===== config.mk =====
export PLATFORM = sky130hd
export DESIGN_NAME = multi_wave_gen
export DESIGN_NICKNAME = d
export VERILOG_FILES = /design/src/rtl/wavegen_pkg.sv /design/src/rtl/wavegen_channel.sv /design/src/rtl/multi_wave_gen.sv
export SDC_FILE = /design/constraint.sdc
export NUM_CORES = 1
export LEC_CHECK = 0
export ABC_AREA = 1
export CORE_MARGIN = 1
export CORE_UTILIZATION = 33
export DETAILED_ROUTE_END_ITERATION = 8
export PLACE_DENSITY = 0.58
export SYNTH_ARGS = -nofsm -noshare
export SYNTH_HDL_FRONTEND = slang
export SYNTH_SLANG_ARGS = --single-unit

===== constraint.sdc =====
create_clock -name clk -period 2 [get_ports clk]
set_input_delay 0.3 -clock clk [delete_from_list [all_inputs] [get_ports clk]]
set_output_delay 0.3 -clock clk [all_outputs]
set_load 0.03 [all_outputs]

===== src/rtl/wavegen_pkg.sv =====
// Shared types and helpers for the multi-channel waveform generator.
package wavegen_pkg;

  typedef enum logic [1:0] {
    MODE_TRI  = 2'd0,
    MODE_SAW  = 2'd1,
    MODE_SQR  = 2'd2,
    MODE_RSVD = 2'd3
  } mode_e;

  // Evenly spread start phase: idx * 2^width / channels, truncated.
  function automatic longint unsigned reset_phase(int unsigned idx, int unsigned channels,
                                                  int unsigned width);
    return (64'(idx) << width) / 64'(channels);
  endfunction

endpackage


===== src/rtl/wavegen_channel.sv =====
// One waveform channel: amplitude counter, direction bit, step arithmetic and output mapping.
module wavegen_channel
  import wavegen_pkg::*;
#(
  parameter int               WIDTH  = 8,
  parameter int               STEP_W = 4,
  parameter logic [WIDTH-1:0] INIT   = '0
) (
  input  logic              clk,
  input  logic              reset,
  input  logic              load,
  input  logic              advance,
  input  mode_e             mode,
  input  logic [STEP_W-1:0] step,
  input  logic [WIDTH-1:0]  load_val,
  output logic [WIDTH-1:0]  sample,
  output logic              period_q
);

  localparam logic [WIDTH-1:0] MAX = '1;

  logic [WIDTH-1:0] cnt, cnt_nxt;
  logic             dir, dir_nxt;
  logic             period_nxt;
  logic [WIDTH:0]   step_ext, sum;

  // One extra bit so the up-count never overflows before the clamp test.
  assign step_ext = (WIDTH+1)'(step);
  assign sum      = {1'b0, cnt} + step_ext;

  always_comb begin
    // NOTE: every output gets a default first so no path through the block infers a latch.
    cnt_nxt    = cnt;
    dir_nxt    = dir;
    period_nxt = 1'b0;
    if (mode == MODE_SAW || mode == MODE_SQR) begin
      dir_nxt = 1'b1;
      if (step_ext != '0) begin
        cnt_nxt    = sum[WIDTH-1:0];
        period_nxt = sum[WIDTH];
      end
    end else if (step_ext != '0) begin
      if (dir) begin
        if (sum >= {1'b0, MAX}) begin
          cnt_nxt = MAX;
          dir_nxt = 1'b0;
        end else begin
          cnt_nxt = sum[WIDTH-1:0];
        end
      end else if ({1'b0, cnt} <= step_ext) begin
        cnt_nxt    = '0;
        dir_nxt    = 1'b1;
        period_nxt = 1'b1;
      end else begin
        cnt_nxt = cnt - step_ext[WIDTH-1:0];
      end
    end
  end

  always_ff @(posedge clk or negedge reset) begin
    // NOTE: state registers use non-blocking assignments so every flop samples pre-edge values.
    if (!reset) begin
      cnt      <= INIT;
      dir      <= 1'b1;
      period_q <= 1'b0;
    end else if (load) begin
      cnt      <= load_val;
      dir      <= 1'b1;
      period_q <= 1'b0;
    end else if (advance) begin
      cnt      <= cnt_nxt;
      dir      <= dir_nxt;
      period_q <= period_nxt;
    end else begin
      period_q <= 1'b0;
    end
  end

  always_comb begin
    sample = cnt;
    if (mode == MODE_SQR) sample = cnt[WIDTH-1] ? MAX : '0;
  end

endmodule


===== src/rtl/multi_wave_gen.sv =====
// Multi-channel triangle/sawtooth/square DAC generator with channel-0 period sync.
// Optional amplitude scaling stage enabled by defining WAVEGEN_AMPL_EN.
module multi_wave_gen
  import wavegen_pkg::*;
#(
  parameter int WIDTH    = 8,
  parameter int CHANNELS = 2,
  parameter int STEP_W   = 4
) (
  input  logic                      clk,
  input  logic                      reset,
  input  logic                      enable,
  input  logic [1:0]                mode,
  input  logic [STEP_W-1:0]         step,
  input  logic                      phase_load,
  input  logic [CHANNELS*WIDTH-1:0] phase_val,
`ifdef WAVEGEN_AMPL_EN
  input  logic [WIDTH-1:0]          ampl,
`endif
  output logic [CHANNELS*WIDTH-1:0] dac_out,
  output logic                      sync
);

  mode_e                     mode_sel;
  logic                      advance;
  logic [CHANNELS*WIDTH-1:0] samples;
  logic [CHANNELS-1:0]       period;
  logic                      sync_q;
  logic                      unused_period;

  assign mode_sel = mode_e'(mode);
  // A phase load wins over enable and suppresses the advance for that cycle.
  assign advance  = enable & ~phase_load;

  for (genvar i = 0; i < CHANNELS; i++) begin : g_ch
    wavegen_channel #(
      .WIDTH (WIDTH),
      .STEP_W(STEP_W),
      .INIT  (WIDTH'(reset_phase(i, CHANNELS, WIDTH)))
    ) u_ch (
      .clk     (clk),
      .reset   (reset),
      .load    (phase_load),
      .advance (advance),
      .mode    (mode_sel),
      .step    (step),
      .load_val(phase_val[i*WIDTH +: WIDTH]),
      .sample  (samples[i*WIDTH +: WIDTH]),
      .period_q(period[i])
    );
  end

  // Only channel 0 drives sync; the other period flags are intentionally dropped.
  assign unused_period = ^period;

  always_ff @(posedge clk or negedge reset) begin
    if (!reset)                     sync_q <= 1'b0;
    else if (phase_load || !enable) sync_q <= 1'b0;
    else                            sync_q <= period[0];
  end

`ifdef WAVEGEN_AMPL_EN
  logic sync_d;

  for (genvar i = 0; i < CHANNELS; i++) begin : g_amp
    logic [2*WIDTH-1:0] prod;
    logic [WIDTH-1:0]   amp_q;

    assign prod = (2*WIDTH)'(samples[i*WIDTH +: WIDTH]) * (2*WIDTH)'(ampl);

    always_ff @(posedge clk or negedge reset) begin
      if (!reset) amp_q <= '0;
      else        amp_q <= WIDTH'(prod >> WIDTH);
    end

    assign dac_out[i*WIDTH +: WIDTH] = amp_q;
  end

  // Extra stage keeps sync aligned with the registered scaled samples.
  always_ff @(posedge clk or negedge reset) begin
    if (!reset) sync_d <= 1'b0;
    else        sync_d <= sync_q;
  end

  assign sync = sync_d;
`else
  assign dac_out = samples;
  assign sync    = sync_q;
`endif

endmodule


* Yosys cells after proc, flatten, opt, wreduce, memory -nomap -nowiden *
Index checks and enable logic that the tools add are counted.

word-level totals
  flip-flop bits (word level) = 20
  bits in latches = 0
  RAM bits = 0
  bits in read-only memories = 0
  bits of input ports = 26
  output and inout port bits = 17
  word-level logic and storage cells = 68
  memories = 0

operators by class
  $add $sub $neg = 4
  multipliers = 0
  divide/modulo/power cells = 0
  order comparisons = 4
  equal/unequal tests = 2
  shift operators = 0
  muxes and demuxes = 41
  bitwise logic cells = 2
  reduce and logical (&&, ||, !) cells = 9

operators with widths
  kind                                                                number
  2-to-1 mux 8 bit                                                    20
  2-to-1 mux 1 bit                                                    21
  adder 8 x 4 -> 9 bit                                                2
  greater-or-equal comparator 9 x 8 -> 1 bit (second input constant)  2
  <= comparator 8 x 4 -> 1 bit                                        2
  subtractor 8 x 4 -> 8 bit                                           2
  nonzero test 9 bit                                                  1
  AND reduction 2 bit                                                 2
  nonzero test 2 bit                                                  2
  nonzero test 3 bit                                                  1
  equality test 2 x 1 -> 1 bit (second input constant)                1
  equality test 2 bit (second input constant)                         1
  logical OR 1 bit                                                    2
  bitwise AND 1 bit                                                   1
  zero test 1 bit                                                     1
  NOT 1 bit                                                           1

* Logic depth before layout (Yosys ltp) *
Gate-level depths: netlist of run 1.

  depth in word-level cells = 8
  gate-level depth with buffers = 17

* Modules after synthesis *
Synthesis of run 1 repeated with hierarchy kept, for this count alone.

second synthesis, totals
  cells, all modules = 488
  area total of the unflattened synthesis = 2805.2 µm²

modules (own cells, without submodules)
  module                           instances  cells an instance  area an instance (µm²)  seq. area each (µm²)
  wavegen_channel at g_ch[1].u_ch  1          241                1378.8                  252.7
  wavegen_channel at g_ch[0].u_ch  1          241                1377.6                  251.5
  multi_wave_gen                   1          6                  48.8                    25.0

* Worst setup path before layout of run 1 *
Ideal clock, no wire load.

  path type = register to register
  from = register g_ch[1].u_ch.cnt[0]
  to = register g_ch[1].u_ch.cnt[6]
  arrival = 1.902 ns
  data required time = 1.884 ns
  slack = -0.018 ns
  stages on the path, launching flop included = 17
  clock period less this slack = 2.018 ns
  cells stage by stage = dfrtp_1 inv_1 ha_1 inv_1 fa_1 nand2_1 nand2_1 a21oi_1 nand2_1 nand3_2 nor2_1 inv_1 nor2_1 nor3_2 nand2_1 nand2_1 nand2_1

on the way
  cells in the longest elaborated chain, start to end = 8
  elaborated cells on any way between the ends = 12
  classes of those cells = 2 x add/sub; 2 x order compare; 8 x mux

ends and longest elaborated chain
  element                                     RTL line               source
  from (decl)                                 wavegen_channel.sv:22  logic [WIDTH-1:0] cnt, cnt_nxt;
  from (signal assigned)                      wavegen_channel.sv:67  cnt <= load_val;
  from (signal assigned)                      wavegen_channel.sv:71  cnt <= cnt_nxt;
  adder 8 x 4 -> 9 bit                        wavegen_channel.sv:29  assign sum = {1'b0, cnt} + step_ext;
  greater-or-equal comparator 9 x 8 -> 1 bit  wavegen_channel.sv:44  if (sum >= {1'b0, MAX}) begin
  2-to-1 mux 8 bit                            wavegen_channel.sv:44
  2-to-1 mux 8 bit                            wavegen_channel.sv:43  if (dir) begin
  2-to-1 mux 8 bit                            wavegen_channel.sv:42  end else if (step_ext != '0) begin
  2-to-1 mux 8 bit *                          wavegen_channel.sv:36  if (mode == MODE_SAW || mode == MODE_SQR) begin
  2-to-1 mux 8 bit *                          wavegen_channel.sv:70  end else if (advance) begin
  2-to-1 mux 8 bit *                          wavegen_channel.sv:66  end else if (load) begin

Mark *: on every way between the ends. The rest lies on a longest branch, timed or not. The select of a mux whose other input is x is not followed.
A chain may end at the register's enable or synchronous reset.

* Worst setup path in the final report of run 1 *
Same ends and word-level chain as after synthesis.

==> results_dict.tcl, run 1 <==
set metrics [dict create \
    cp_max_fo 2 \
    post-dp-hpwl_um 7000 \
    p_per_area_nw_per_um2 757 \
    crit_arrival_ps 2320 \
    vias_per_cell 4.88 \
    multi_input_area_um2 1940 \
    p_seq_share_pct 19.9 \
    rows 31 \
    slew_viol_final 0 \
    grt_max_degree 21 \
    postLayoutSetupSlackWorst_ps -156 \
    n_antenna_cell 0 \
    grt_overflow 0 \
    synth_top_cells_by_area "dfrtp_1 (17%), nand2_1 (17%), ha_1 (8.6%), inv_1 (8.2%), nor2_1 (7.5%)" \
    syn2layout_area_growth_pct 55.7 \
    violations "setup timing" \
    ys_seq_area_share_pct 20.5 \
    hold_class "in -> async" \
    dp_cells 596 \
    fin_crit_sh_pct 108 \
    p_sw_mw 1.29 \
    rsz0062_at_grt "true" \
    cp-start-kind "register" \
    critPathMostFrequentCell "nand2_1" \
    fin_nets 554 \
    finalHoldViolations 0 \
    ctsHoldBuffers 0 \
    initial_utilization_pct 34.1 \
    ys_seq_elements 20 \
    fin_cells 605 \
    finClkSkew_ps 4.53 \
    synth_top_area_share_pct 17.3 \
    synth_edf_count 0 \
    worst_pin_slew_ps 362 \
    clk_pin_slew_ps 90 \
    slowest_delay_ps 400 \
    die_h_um 88.4 \
    final_core_util_pct 53.1 \
    gp_congestion 0.949 \
    synth_area_per_cell_um2 6.19 \
    fill_cells 728 \
    cts-buffers-inserted 3 \
    crit_chain "inv_2 > ha_4 > inv_4 > fa_2 > nand2_2 > nand2_2 > a21oi_2 > buf_4 > nand3_2 > xor2_1 > nor2_1 > nor3_2 > nand2_1 > nand2_1 > nand2_1" \
    grt_use_total_pct 24.6 \
    cp.required_ps 2170 \
    port_buffers 42 \
    switching_share_pct 44.5 \
    first_pass_iters 4 \
    slew_headroom_pct 75.6 \
    drv_cap 0 \
    grt_pass1_vias 3055 \
    numClockSinks 20 \
    async_reset_ff_share_pct 100 \
    combPwrFrac_pct 65.3 \
    clk_path_buf_depth 2 \
    peakVddDrop_mv 0.494 \
    clock_latency_ps 270 \
    slowest_stage "dfrtp_1" \
    regArea_um2 504 \
    drt_iter0_markers 88 \
    internal_power_mw 1.61 \
    syn-cell-area_um2 2460 \
    tritoncts "built" \
    synth_cell_types 35 \
    period_minus_slack_ps 2160 \
    synth_ff_type "dfrtp_1" \
    synth_top_area_cell "dfrtp_1" \
    synthCells 398 \
    crit_type "reg -> reg" \
    drive_above_1_share_pct 35.8 \
    fmax_ghz 0.464 \
    grt_pass1_wl_um 14500 \
    antenna_found_initial 0 \
    root_buffer "clkbuf_8" \
    ant_nets 0 \
    critPathTopFamily "simple AND/OR/NAND/NOR gates" \
    drc 0 \
    htree_levels 1 \
    die-width_um 88.4 \
    worst-path-buf-inv 3 \
    leakage_nw 1.91 \
    route.vias.total 2952 \
    ys.warnings.count 0 \
    wire_per_inst_um 14.7 \
    core_area_um2 7210 \
    synth_nets 445 \
    setup_viol 17 \
    wl_um 8880 \
    clockPowerShare_pct 14.8 \
    dieArea_um2 7810 \
    endpoint_kind "register" \
    outcome "finished with violations" \
    num_io_pins 43 \
]
==> repair_timing <==
action                     CTS  global route
pin swaps                   22            17
buffers inserted             4             1
resized for setup           60            26
setup endpoints to repair   19            27
==> layout by cell type, fill, tap and decap left out, types with 2 or more instances in the layout <==
cell             netlist  final
nand2_1              109     94
buf_4                  5     84
nor2_1                49     48
inv_1                 54     44
o21ai_0               32     26
clkdlybuf4s50_1        0     24
nand3_1               29     23
nand2_2                7     22
dfrtp_1               17     17
a21oi_2                6     14
inv_2                  3     11
ha_1                  17      8
nand4_1                7      7
xor2_1                 7      7
a21oi_1               17      7
o21ai_1                0      6
nand3_2                2      6
ha_4                   0      6
fa_2                   0      4
buf_6                  0      4
or2_2                  3      3
a21oi_4                1      3
nand3_4                1      3
a31oi_1                3      3
ha_2                   0      3
clkbuf_8               0      3
dfstp_2                3      3
inv_4                  0      2
nor3_2                 1      2
nor3_1                 3      2
dlygate4sd2_1          0      2
==> state kept, by name, summed over array words and instances (netlist names) <==
name and flops:
g_ch.u_ch.cnt 16, g_ch.u_ch.dir 2, g_ch.u_ch.period_q 1, sync 1
==> per-layer routing <==
layer / vias to the layer above / GRT usage, % / wire length (µm)
met4: 0 / 13.8 / 390
met1: 1360 / 29.1 / 3810
met3: 27 / 2.80 / 253
met5: - / 0 / 0
met2: 72 / 43.4 / 4420
li1: 1493 / - / -
==> worst paths after layout <==
| path | startpoint | end | slack (ps) | cells past startpoint |
|---|---|---|---|---|
| max | g_ch[1].u_ch.cnt[0]$_DFFE_PN0P_ | g_ch[1].u_ch.cnt[6]$_DFFE_PN0P_ | -160 | 15 |
| min | reset | g_ch[0].u_ch.cnt[7]$_DFFE_PN0P_ | 380 | 2 |
| max reg2reg | g_ch[1].u_ch.cnt[0]$_DFFE_PN0P_ | g_ch[1].u_ch.cnt[6]$_DFFE_PN0P_ | -160 | 15 |
| min reg2reg | g_ch[0].u_ch.period_q$_DFF_PN0_ | sync$_DFF_PN0_ | 470 | 2 |
| max in group asynchronous | reset | g_ch[1].u_ch.dir$_DFFE_PN1P_ | 1340 | 2 |
| min in group clk | g_ch[0].u_ch.period_q$_DFF_PN0_ | sync$_DFF_PN0_ | 470 | 2 |
==> through the flow <==
stage / cell area, µm² / total power [mW] / setup WS (ps) / TNS [ps] / hold WS (ps)
6_report: 3830 / 2.90 / -156 / -1600 / 378
5_1_grt: 3830 / 3.13 / -325 / -4100 / 419
4_1_cts: 3750 / 2.83 / -113 / -1190 / 371
3_5_place_dp: 3440 / 2.23 / -746 / -11910 / 462
3_3_place_gp: 3440 / 2.21 / -743 / -11830 / 455
2_1_floorplan: 2470 / 1.53 / 11.8 / 0 / 4.41
==> cell families (layout without fill, tap and decap cells) <==
logic type      count (synthesis)  after routing  share of synthesized area (%)
compound gates                 65             65                           15.5
xor+xnor                        8              8                           2.85
fa+ha+maj                      21             21                           11.9
buf+inv                        70            178                           11.6
flops                          20             20                           20.5
simple gates                  214            214                           37.7
==> power groups by stage <==
stage	clock, mW	sequential, mW	combinational (mW)
floorplan	0	0.538	0.990
global placement	0	0.571	1.64
detailed placement	0	0.574	1.65
CTS	0.450	0.575	1.81
finish	0.431	0.577	1.90
global route	0.460	0.590	2.08
==> synth_stat cells, types with 2 or more instances <==
library cell and n:
a21oi_1 17, a21oi_2 6, a31oi_1 3, buf_2 4, buf_4 5, clkbuf_1 4, dfrtp_1 17, dfstp_2 3
fa_1 4, ha_1 17, inv_1 54, inv_2 3, nand2_1 109, nand2_2 7, nand3_1 29, nand3_2 2
nand4_1 7, nor2_1 49, nor3_1 3, o21ai_0 32, or2_2 3, xor2_1 7
==> cell type report <==
cell class,instances,area share [%]
Timing Repair Buffer,117,25.5
Multi-Input combinational cell,308,50.6
Tap cell,99,3.23
Clock inverter,1,0.783
Inverter,57,5.71
Clock buffer,3,1.08
Sequential cell,20,13.2
No activity file was read; power rests on OpenSTA's default activity.
==> run 2, diff against run 1 <==
- CORE_MARGIN: 1 -> unset
==> results of run 2 <==
Final layout, timing and power as in run 1 (identical DEF).
